### src/rtl/neuraedge_pkg.sv
// Shared definitions for the neuraedge tile output path.
//   ACC_W_DEF / OUT_W_DEF : default accumulator and requantised widths
//   drain_state_t         : drain stage FSM states
package neuraedge_pkg;

  localparam int ACC_W_DEF = 32;
  localparam int OUT_W_DEF = 8;

  typedef enum logic {
    COLLECT = 1'b0,
    DRAIN   = 1'b1
  } drain_state_t;

endpackage

### src/rtl/neuraedge_requant.sv
// Combinational requantiser: signed accumulator -> signed OUT_W result.
// Rounding right shift (half toward +inf), optional ReLU, saturation.
//   acc    : signed accumulator value
//   shift  : arithmetic right-shift amount
//   relu   : clamp negative results to zero
//   result : saturated signed output
module neuraedge_requant
  import neuraedge_pkg::*;
#(
  parameter int ACC_W   = ACC_W_DEF,
  parameter int OUT_W   = OUT_W_DEF,
  parameter int SHIFT_W = 5
) (
  input  logic signed [ACC_W-1:0]   acc,
  input  logic        [SHIFT_W-1:0] shift,
  input  logic                      relu,
  output logic signed [OUT_W-1:0]   result
);

  // One guard bit so adding the rounding constant cannot overflow.
  localparam logic signed [ACC_W:0] SAT_MAX =
    {{(ACC_W+2-OUT_W){1'b0}}, {(OUT_W-1){1'b1}}};
  localparam logic signed [ACC_W:0] SAT_MIN =
    {{(ACC_W+2-OUT_W){1'b1}}, {(OUT_W-1){1'b0}}};

  logic signed [ACC_W:0] rnd;
  logic signed [ACC_W:0] t;
  logic signed [ACC_W:0] r;

  always_comb begin
    rnd = '0;
    if (shift != '0) begin
      rnd = (ACC_W+1)'(1) << (shift - SHIFT_W'(1));
    end
    t = {acc[ACC_W-1], acc} + rnd;
    r = t >>> shift;
    if (relu && r[ACC_W]) begin
      r = '0;
    end
    if (r > SAT_MAX) begin
      result = SAT_MAX[OUT_W-1:0];
    end else if (r < SAT_MIN) begin
      result = SAT_MIN[OUT_W-1:0];
    end else begin
      result = r[OUT_W-1:0];
    end
  end

endmodule

### src/rtl/neuraedge_pe_drain.sv
// Drain stage behind a column of neuraedge_pe lanes. Captures each lane's
// accumulator on its valid pulse; once every lane has a value the frame is
// requantised and streamed out one lane per cycle in lane order.
//   clk, rst_n            : clock, async active-low reset
//   accum_in/accum_valid_in : packed per-lane accumulators and valid pulses
//   cfg_shift, cfg_relu   : requant config, latched at frame start
//   clear_overrun         : synchronous clear of the overrun flag
//   out_data/out_lane/out_last/out_valid/out_ready : result stream
//   busy                  : frame draining
//   overrun               : sticky, a lane result arrived mid-drain and was dropped
module neuraedge_pe_drain
  import neuraedge_pkg::*;
#(
  parameter  int NUM_PE  = 4,
  parameter  int ACC_W   = ACC_W_DEF,
  parameter  int OUT_W   = OUT_W_DEF,
  parameter  int SHIFT_W = 5,
  localparam int LANE_W  = $clog2(NUM_PE)
) (
  input  logic                    clk,
  input  logic                    rst_n,
  input  logic [NUM_PE*ACC_W-1:0] accum_in,
  input  logic [NUM_PE-1:0]       accum_valid_in,
  input  logic [SHIFT_W-1:0]      cfg_shift,
  input  logic                    cfg_relu,
  input  logic                    clear_overrun,
  output logic [OUT_W-1:0]        out_data,
  output logic [LANE_W-1:0]       out_lane,
  output logic                    out_last,
  output logic                    out_valid,
  input  logic                    out_ready,
  output logic                    busy,
  output logic                    overrun
);

  localparam logic [LANE_W-1:0] LAST_LANE = LANE_W'(NUM_PE - 1);

  drain_state_t       state;
  logic [ACC_W-1:0]   capture [NUM_PE];
  logic [NUM_PE-1:0]  mask;
  logic [NUM_PE-1:0]  mask_next;
  logic [SHIFT_W-1:0] frame_shift;
  logic               frame_relu;
  logic [LANE_W-1:0]  next_lane;
  logic               handshake;
  logic               final_hs;
  logic               drop;

  logic signed [ACC_W-1:0]   rq_acc;
  logic        [SHIFT_W-1:0] rq_shift;
  logic                      rq_relu;
  logic signed [OUT_W-1:0]   rq_out;

  always_comb begin
    mask_next = mask | accum_valid_in;
    handshake = out_valid & out_ready;
    final_hs  = handshake && (out_lane == LAST_LANE);
    next_lane = out_lane + LANE_W'(1);
    drop      = (state == DRAIN) && (|accum_valid_in) && !final_hs;
    // In COLLECT the requantiser prepares lane 0 for the frame-start edge,
    // bypassing the capture register in case lane 0 arrives on that edge,
    // and uses live config since it is latched on that same edge.
    if (state == COLLECT) begin
      rq_acc   = accum_valid_in[0] ? accum_in[ACC_W-1:0] : capture[0];
      rq_shift = cfg_shift;
      rq_relu  = cfg_relu;
    end else begin
      rq_acc   = capture[next_lane];
      rq_shift = frame_shift;
      rq_relu  = frame_relu;
    end
  end

  neuraedge_requant #(
    .ACC_W   (ACC_W),
    .OUT_W   (OUT_W),
    .SHIFT_W (SHIFT_W)
  ) u_requant (
    .acc    (rq_acc),
    .shift  (rq_shift),
    .relu   (rq_relu),
    .result (rq_out)
  );

  // Capture is frozen during DRAIN except on the final handshake edge,
  // where arrivals belong to the next frame.
  always_ff @(posedge clk) begin
    for (int unsigned i = 0; i < NUM_PE; i++) begin
      if (accum_valid_in[i] && ((state == COLLECT) || final_hs)) begin
        capture[i] <= accum_in[i*ACC_W +: ACC_W];
      end
    end
  end

  always_ff @(posedge clk or negedge rst_n) begin
    if (!rst_n) begin
      state       <= COLLECT;
      mask        <= '0;
      frame_shift <= '0;
      frame_relu  <= 1'b0;
      out_valid   <= 1'b0;
      out_data    <= '0;
      out_lane    <= '0;
      out_last    <= 1'b0;
      busy        <= 1'b0;
      overrun     <= 1'b0;
    end else begin
      case (state)
        COLLECT: begin
          mask <= mask_next;
          if (&mask_next) begin
            state       <= DRAIN;
            frame_shift <= cfg_shift;
            frame_relu  <= cfg_relu;
            out_valid   <= 1'b1;
            out_data    <= rq_out;
            out_lane    <= '0;
            out_last    <= 1'b0;
            busy        <= 1'b1;
          end
        end
        DRAIN: begin
          if (handshake) begin
            if (out_lane == LAST_LANE) begin
              state     <= COLLECT;
              out_valid <= 1'b0;
              out_last  <= 1'b0;
              busy      <= 1'b0;
              mask      <= accum_valid_in;
            end else begin
              out_lane <= next_lane;
              out_data <= rq_out;
              out_last <= (next_lane == LAST_LANE);
            end
          end
        end
        default: state <= COLLECT;
      endcase

      if (drop) begin
        overrun <= 1'b1;
      end else if (clear_overrun) begin
        overrun <= 1'b0;
      end
    end
  end

endmodule

### config.mk
export PLATFORM = sky130hd
export DESIGN_NAME = neuraedge_pe_drain
export DESIGN_NICKNAME = d
export VERILOG_FILES = /design/src/rtl/neuraedge_pkg.sv /design/src/rtl/neuraedge_requant.sv /design/src/rtl/neuraedge_pe_drain.sv
export SDC_FILE = /design/constraint.sdc
export NUM_CORES = 1
export LEC_CHECK = 0
export ABC_AREA = 0
export ABC_CLOCK_PERIOD_IN_PS = 5650
export CELL_PAD_IN_SITES_DETAIL_PLACEMENT = 1
export CELL_PAD_IN_SITES_GLOBAL_PLACEMENT = 1
export CORE_AREA = 2 2 197 199
export DETAILED_ROUTE_END_ITERATION = 12
export DIE_AREA = 0 0 199 201
export PLACE_DENSITY_LB_ADDON = 0.1
export SETUP_SLACK_MARGIN = 0.4
export SYNTH_ARGS = -nofsm -noshare
export SYNTH_HDL_FRONTEND = slang
export SYNTH_SLANG_ARGS = --single-unit
### constraint.sdc
create_clock -name clk -period 5.65 [get_ports clk]
set_input_delay 0.565 -clock clk [delete_from_list [all_inputs] [get_ports clk]]
set_output_delay 0.565 -clock clk [all_outputs]
set_load 0.02 [all_outputs]
## Word-level counts from Yosys, hierarchy flattened

Memories as Yosys holds them, arrays and structs flattened.
Index checks and enable logic that the tools add are counted.

| storage, ports and cells | value |
|---|---|
| register bits after elaboration | 24 |
| RAM bits | 128 |
| logic and storage cells | 86 |
| memories | 1 |

Memory list:

| memory | words | width | rd ports | clocked after Yosys merged registers in | write ports | RTL line | RTL |
|---|---|---|---|---|---|---|---|
| capture | 4 | 32 | 2 | 0 | 4 | neuraedge_pe_drain.sv:39 | `logic [ACC_W-1:0] capture [NUM_PE];` |

| cells by class | value |
|---|---|
| add/subtract/negate cells | 3 |
| $lt $le $gt $ge | 2 |
| equal/unequal tests | 6 |
| shifts and indexed selects | 2 |
| mux-type cells | 41 |
| bitwise gates (word level) | 3 |
| reductions and logical operators | 19 |

Operators with widths:

| operator | number |
|---|---|
| $mux 33 | 2 |
| $mux 32 | 2 |
| $mux 8 | 5 |
| $add 33x33->33 | 1 |
| $gt 33x8->1 const B | 1 |
| $lt 33x8->1 const B | 1 |
| $shl 1x5->33 const A | 1 |
| $sshr 33x5->33 | 1 |
| $mux 1 | 20 |
| $pmux 8 s2 | 1 |
| $logic_and 1x1->1 | 8 |
| $mux 4 | 2 |
| $pmux 4 s2 | 1 |
| $mux 2 | 3 |
| $ne 2x1->1 const B | 3 |
| $pmux 1 s2 | 3 |
| $reduce_and 3->1 | 2 |
| $mux 5 | 1 |
| $reduce_and 5->1 | 1 |
| $reduce_bool 5->1 | 1 |
| $sub 5x1->5 const B | 1 |
| $eq 2x2->1 const B | 2 |
| $or 4x4->4 | 1 |
| $pmux 2 s2 | 1 |
| 10 further kinds | 11 |

## Longest topological paths before layout

| logic depth | value |
|---|---|
| depth in word-level cells | 14 |
| depth in mapped cells | 27 |
| mapped depth without buffers | 22 |

## Modules after synthesis

From an unflattened synthesis, not the netlist that was laid out.

| second synthesis, totals | value |
|---|---|
| cell total of the unflattened synthesis | 1176 |
| area total of the unflattened synthesis | 11703.7 um^2 |

Modules (own cells, without submodules):

| module | times used | cells an instance | area each (um^2) | seq. area each (um^2) |
|---|---|---|---|---|
| neuraedge_pe_drain | 1 | 367 | 6456.2 | 4444.3 |
| neuraedge_requant | 1 | 809 | 5247.5 | 0.0 |

## Least setup slack after synthesis

No wires, ideal clock.

| timing path | value |
|---|---|
| kind | register -> register |
| start point | register out_lane[0] |
| end point | register out_data[1] |
| library setup time | 87 ps |
| arrival | 5807 ps |
| required time | 5563 ps |
| setup slack | -243 ps |
| stages on the path, launching flop included | 26 |
| path buffers | 5 |
| period minus slack after synthesis | 5893 ps |
| path through | dfrtp_1 > buf_2 > buf_1 > inv_1 > ha_1 > clkbuf_1 > clkbuf_1 > mux4_2 > nand2_1 > o21ai_0 > ha_1 > o211ai_1 > a21o_1 > nand3_1 > a21o_1 > a2111oi_2 > o21ai_2 > xnor2_2 > buf_4 > a22oi_1 > nand3_1 > a211o_1 > nand4bb_1 > nor4b_4 > a21oi_2 > o211ai_1 |

| between the ends | value |
|---|---|
| cells in the longest elaborated chain, start to end | 13 |
| elaborated cells on any way between the ends | 18 |

RTL lines:

| what | RTL line | RTL |
|---|---|---|
| from (decl) | neuraedge_pe_drain.sv:28 | `output logic [LANE_W-1:0] out_lane,` |
| from (signal assigned) | neuraedge_pe_drain.sv:131 | `out_lane <= next_lane;` |
| $add 2x1->2 | neuraedge_pe_drain.sv:58 | `next_lane = out_lane + LANE_W'(1);` |
| $mem_v2 4x32 | n/a |  |
| $mux 32 | neuraedge_pe_drain.sv:63 | `if (state == COLLECT) begin` |
| $add 33x33->33 | neuraedge_requant.sv:35 | `t = {acc[ACC_W-1], acc} + rnd;` |
| $sshr 33x5->33 | neuraedge_requant.sv:36 | `r = t >>> shift;` |
| $logic_and 1x1->1 | neuraedge_requant.sv:37 | `if (relu && r[ACC_W]) begin` |
| $mux 33 | neuraedge_requant.sv:37 |  |
| $lt 33x8->1 | neuraedge_requant.sv:42 | `end else if (r < SAT_MIN) begin` |
| $mux 8 | neuraedge_requant.sv:42 |  |
| $mux 8 | neuraedge_requant.sv:40 | `if (r > SAT_MAX) begin` |
| $mux 8 | neuraedge_pe_drain.sv:124 | `if (out_lane == LAST_LANE) begin` |
| $mux 8 | neuraedge_pe_drain.sv:123 | `if (handshake) begin` |
| $pmux 8 s2 | neuraedge_pe_drain.sv:108 | `case (state)` |
| to (signal assigned) | neuraedge_pe_drain.sv:116 | `out_data <= rq_out;` |
| to (signal assigned) | neuraedge_pe_drain.sv:132 | `out_data <= rq_out;` |
| to (decl) | neuraedge_pe_drain.sv:27 | `output logic [OUT_W-1:0] out_data,` |

Parallel ways exist; a longest one is shown, timed or not. The select of a mux whose other input is x is not followed.
A chain may end at the register's enable or synchronous reset.

## Worst setup path in the final report

| timing path | value |
|---|---|
| start point | register out_lane[0] |
| end point | register out_data[4] |

The elaborated chain is that of the path after synthesis.

==> impl_metrics.tcl <==
set metrics [dict create \
    fmax_ghz 0.1869 \
    core-area_um2 38110 \
    synthCells 1157 \
    yosysSeqAreaShare 0.3938 \
    dp_hpwl_um 35410 \
    critPathMaxFanout 7 \
    synth_top_family_by_area "compound AO/OA/AOI/OAI gates" \
    pre_cts_ws_ns -0.5414 \
    timing.final.ws_setup_ns 0.2991 \
    place_congestion 0.8620 \
    wl_um 47200 \
    synth_edf_count 128 \
    rr_worst_depth 26 \
    vias 11237 \
    start_util 0.2962 \
    grt.total_usage 0.2379 \
    ys_async_sr_fraction 0.1579 \
    drt_iter0_drc 484 \
    grt-busiest-layer "met2" \
    cts_buffers 17 \
    period_share 0.9471 \
    finalMaxSlewViolations 0 \
    io_buffers 155 \
    use_met2 0.3880 \
    grtUsageMet3 0.03159 \
    fin_skew_ns 0.008604 \
    yosys.area_share.simple 0.1620 \
    muxShareOfSynthArea 0.1336 \
    setup-violations-final 0 \
    max-slew-margin-rel 0.5539 \
    ys.flop_type "edfxtp_1" \
    grt_pass1_wl_um 72020 \
    postRouteAntennaNets 0 \
    ys_warn_count 0 \
    dp_cells 2028 \
    worstPathArrival_ns 5.68 \
    grtUsageMet1 0.3242 \
    syn_avg_cell_area_um2 9.754 \
    crit_type "register to register" \
    rows 72 \
    routed_via_density 5.258 \
    avgRoutedWirePerCell_um 22.09 \
    maxCapViolations 0 \
    route.detailed.drc 0 \
    hp-class "input pin to async pin" \
    cts_max_level 4 \
    grt_antenna_before_repair 0 \
    fin_crit_ns 5.351 \
    hold_viol 0 \
    crit_required_ns 5.98 \
    post_route_cells_drive_above_1_share 0.3965 \
    setup.worst_path.start_class "register" \
    ys_seq_elements 152 \
    num_io_pins 156 \
    synth-xor-area-share 0.01840 \
    utilization 0.4697 \
    overflow 0 \
    synth_nets 1334 \
    setup_tns_ns 0 \
    finalNonFillerCells 2137 \
    ys_types 95 \
    synth-compound-area-share 0.2157 \
    diodes 0 \
    clock_sinks 152 \
    firstDrtPassIters 5 \
    area_growth_pct 58.60 \
    final_nets 1783 \
    endpoint_kind "register" \
    die_height_um 201 \
    path_clk_slew_ns 0.07 \
    status "complete, no violations" \
    clock_path_buffers 2 \
    worst_slew_pin_slew_ns 0.6692 \
    rsz0062_at_grt "yes" \
    grt_max_degree 77 \
    grt_pass1_vias 12116 \
    hold_buffers 0 \
    die_area_um2 40000 \
    clock_latency_ns 0.44 \
    cts_tree "done" \
    cts-root-buf "clkbuf_16" \
    syn_area_um2 11290 \
    synth_fa_ha_area_frac 0.03947 \
    dieWidth_um 199 \
]
-- flip-flops by register name, indices dropped and copies added (netlist names) --
name and flops:
capture 128, out_data 8, frame_shift 5, mask 4, out_lane 2, busy 1, frame_relu 1, out_last 1
overrun 1, state 1
-- metal layers --
layer | routed length [um] | vias to the layer above
met5 | 0 | -
met4 | 1355 | 0
met3 | 1584 | 60
met2 | 22800 | 240
met1 | 21470 | 5592
li1 | - | 5345
-- cells in the final DEF (no fill, tap or decap), types with 22 or more instances in the layout --
cell             synthesis  routed
a21oi_1                 65      45
a21oi_2                 10      24
buf_4                    5     324
clkdlybuf4s50_1          0     154
dfrtp_1                 24      22
edfxtp_1               128     128
mux2i_1                 64      56
mux4_2                  32      32
nand2_1                138     129
nand3_1                 39      32
nor2_1                 104      94
o211ai_1                29      29
o21ai_0                 78      45
o21ai_2                  1      24
-- repair_timing --
action                                  CTS  global route
setup buffers                            55            17
pin swaps                                67            49
gates cloned                              5             0
endpoints found under the setup margin    7             7
resized for setup                       190            88
-- synth_stat cells (5+ instances only) --
cell type / number / share of area
o22ai_1: 8 / 0.0044
mux2i_1: 64 / 0.057
mux2_2: 13 / 0.013
o21ai_0: 78 / 0.035
buf_2: 22 / 0.0098
o211ai_1: 29 / 0.019
a211oi_1: 22 / 0.015
mux4_2: 32 / 0.064
a21oi_2: 10 / 0.0078
ha_1: 34 / 0.038
a211oi_2: 5 / 0.0055
nand4_1: 15 / 0.0083
a21boi_0: 6 / 0.0040
buf_1: 10 / 0.0033
dfrtp_1: 24 / 0.053
a21oi_1: 65 / 0.029
nand2_1: 138 / 0.046
clkbuf_1: 45 / 0.015
nor2_1: 104 / 0.035
nor3_1: 27 / 0.012
nand2b_1: 5 / 0.0028
a311oi_1: 5 / 0.0039
a211o_1: 5 / 0.0039
xor2_1: 9 / 0.0070
o31ai_1: 9 / 0.0060
o21a_1: 12 / 0.0080
nand3_1: 39 / 0.017
xnor2_1: 11 / 0.0085
o21ai_1: 15 / 0.0067
and2_1: 14 / 0.0078
o2111ai_1: 5 / 0.0039
a31oi_1: 8 / 0.0044
inv_1: 16 / 0.0053
and3_1: 8 / 0.0044
buf_4: 5 / 0.0033
edfxtp_1: 128 / 0.34
a21o_1: 9 / 0.0060
or3_1: 6 / 0.0033
-- cells by family after synthesis --
family | after synthesis
multiplexers | 109
AO/OA/AOI/OAI | 352
XOR/XNOR | 22
flip-flops | 152
other | 1
adder cells (fa/ha/maj) | 35
AND/OR/NAND/NOR | 388
buffers and inverters | 98
-- per-stage QoR --
step	hold slack, ns	instance area, um^2
2_1_floorplan	0.2694	11310
3_3_place_gp	0.4925	15350
3_5_place_dp	0.4968	15350
4_1_cts	0.4846	17350
5_1_grt	0.5241	17900
6_report	0.4916	17900
-- worst max-delay path, stage by stage (launching register included) --
cell	delay [ns]
dfrtp_2	0.38
buf_6	0.14
bufbuf_16	0.28
buf_4	0.11
mux4_2	0.47
nand2_1	0.10
o21ai_2	0.09
buf_4	0.17
ha_4	0.32
nand4_1	0.27
nor4_4	0.29
a21o_4	0.21
a2111oi_4	0.08
buf_4	0.16
o21ai_4	0.17
xnor2_4	0.12
buf_12	0.15
buf_8	0.12
or2_4	0.28
buf_6	0.13
o21ai_0	0.07
o211ai_1	0.22
nor3_1	0.22
nand4b_1	0.12
buf_4	0.18
o31ai_1	0.25
nand3_1	0.11
-- cell type report --
cell class | count | area (um^2)
clock buffer | 18 | 429.2
clock inverter | 14 | 141.4
fill | 4228 | 20210
inverter | 16 | 60.06
multi-input combinational | 907 | 7612
sequential | 152 | 4447
tap | 518 | 648.1
timing repair buffer | 512 | 4562
-- path summary, 6_finish.rpt --
| check | from | slack [ns] | endpoint |
|---|---|---|---|
| worst max-delay path | out_lane[0] | 0.30 | out_data[4] |
| worst min-delay path | rst_n | 0.49 | mask[1] |
| worst max register to register | out_lane[0] | 0.30 | out_data[4] |
| worst min register to register | frame_relu | 0.51 | frame_relu |
| max in group asynchronous | rst_n | 4.87 | state |
| min in group clk | frame_relu | 0.51 | frame_relu |
Power is left out: the tool's default activity adds up to more than one toggle a clock period on the data nets, which glitch-free logic cannot reach.
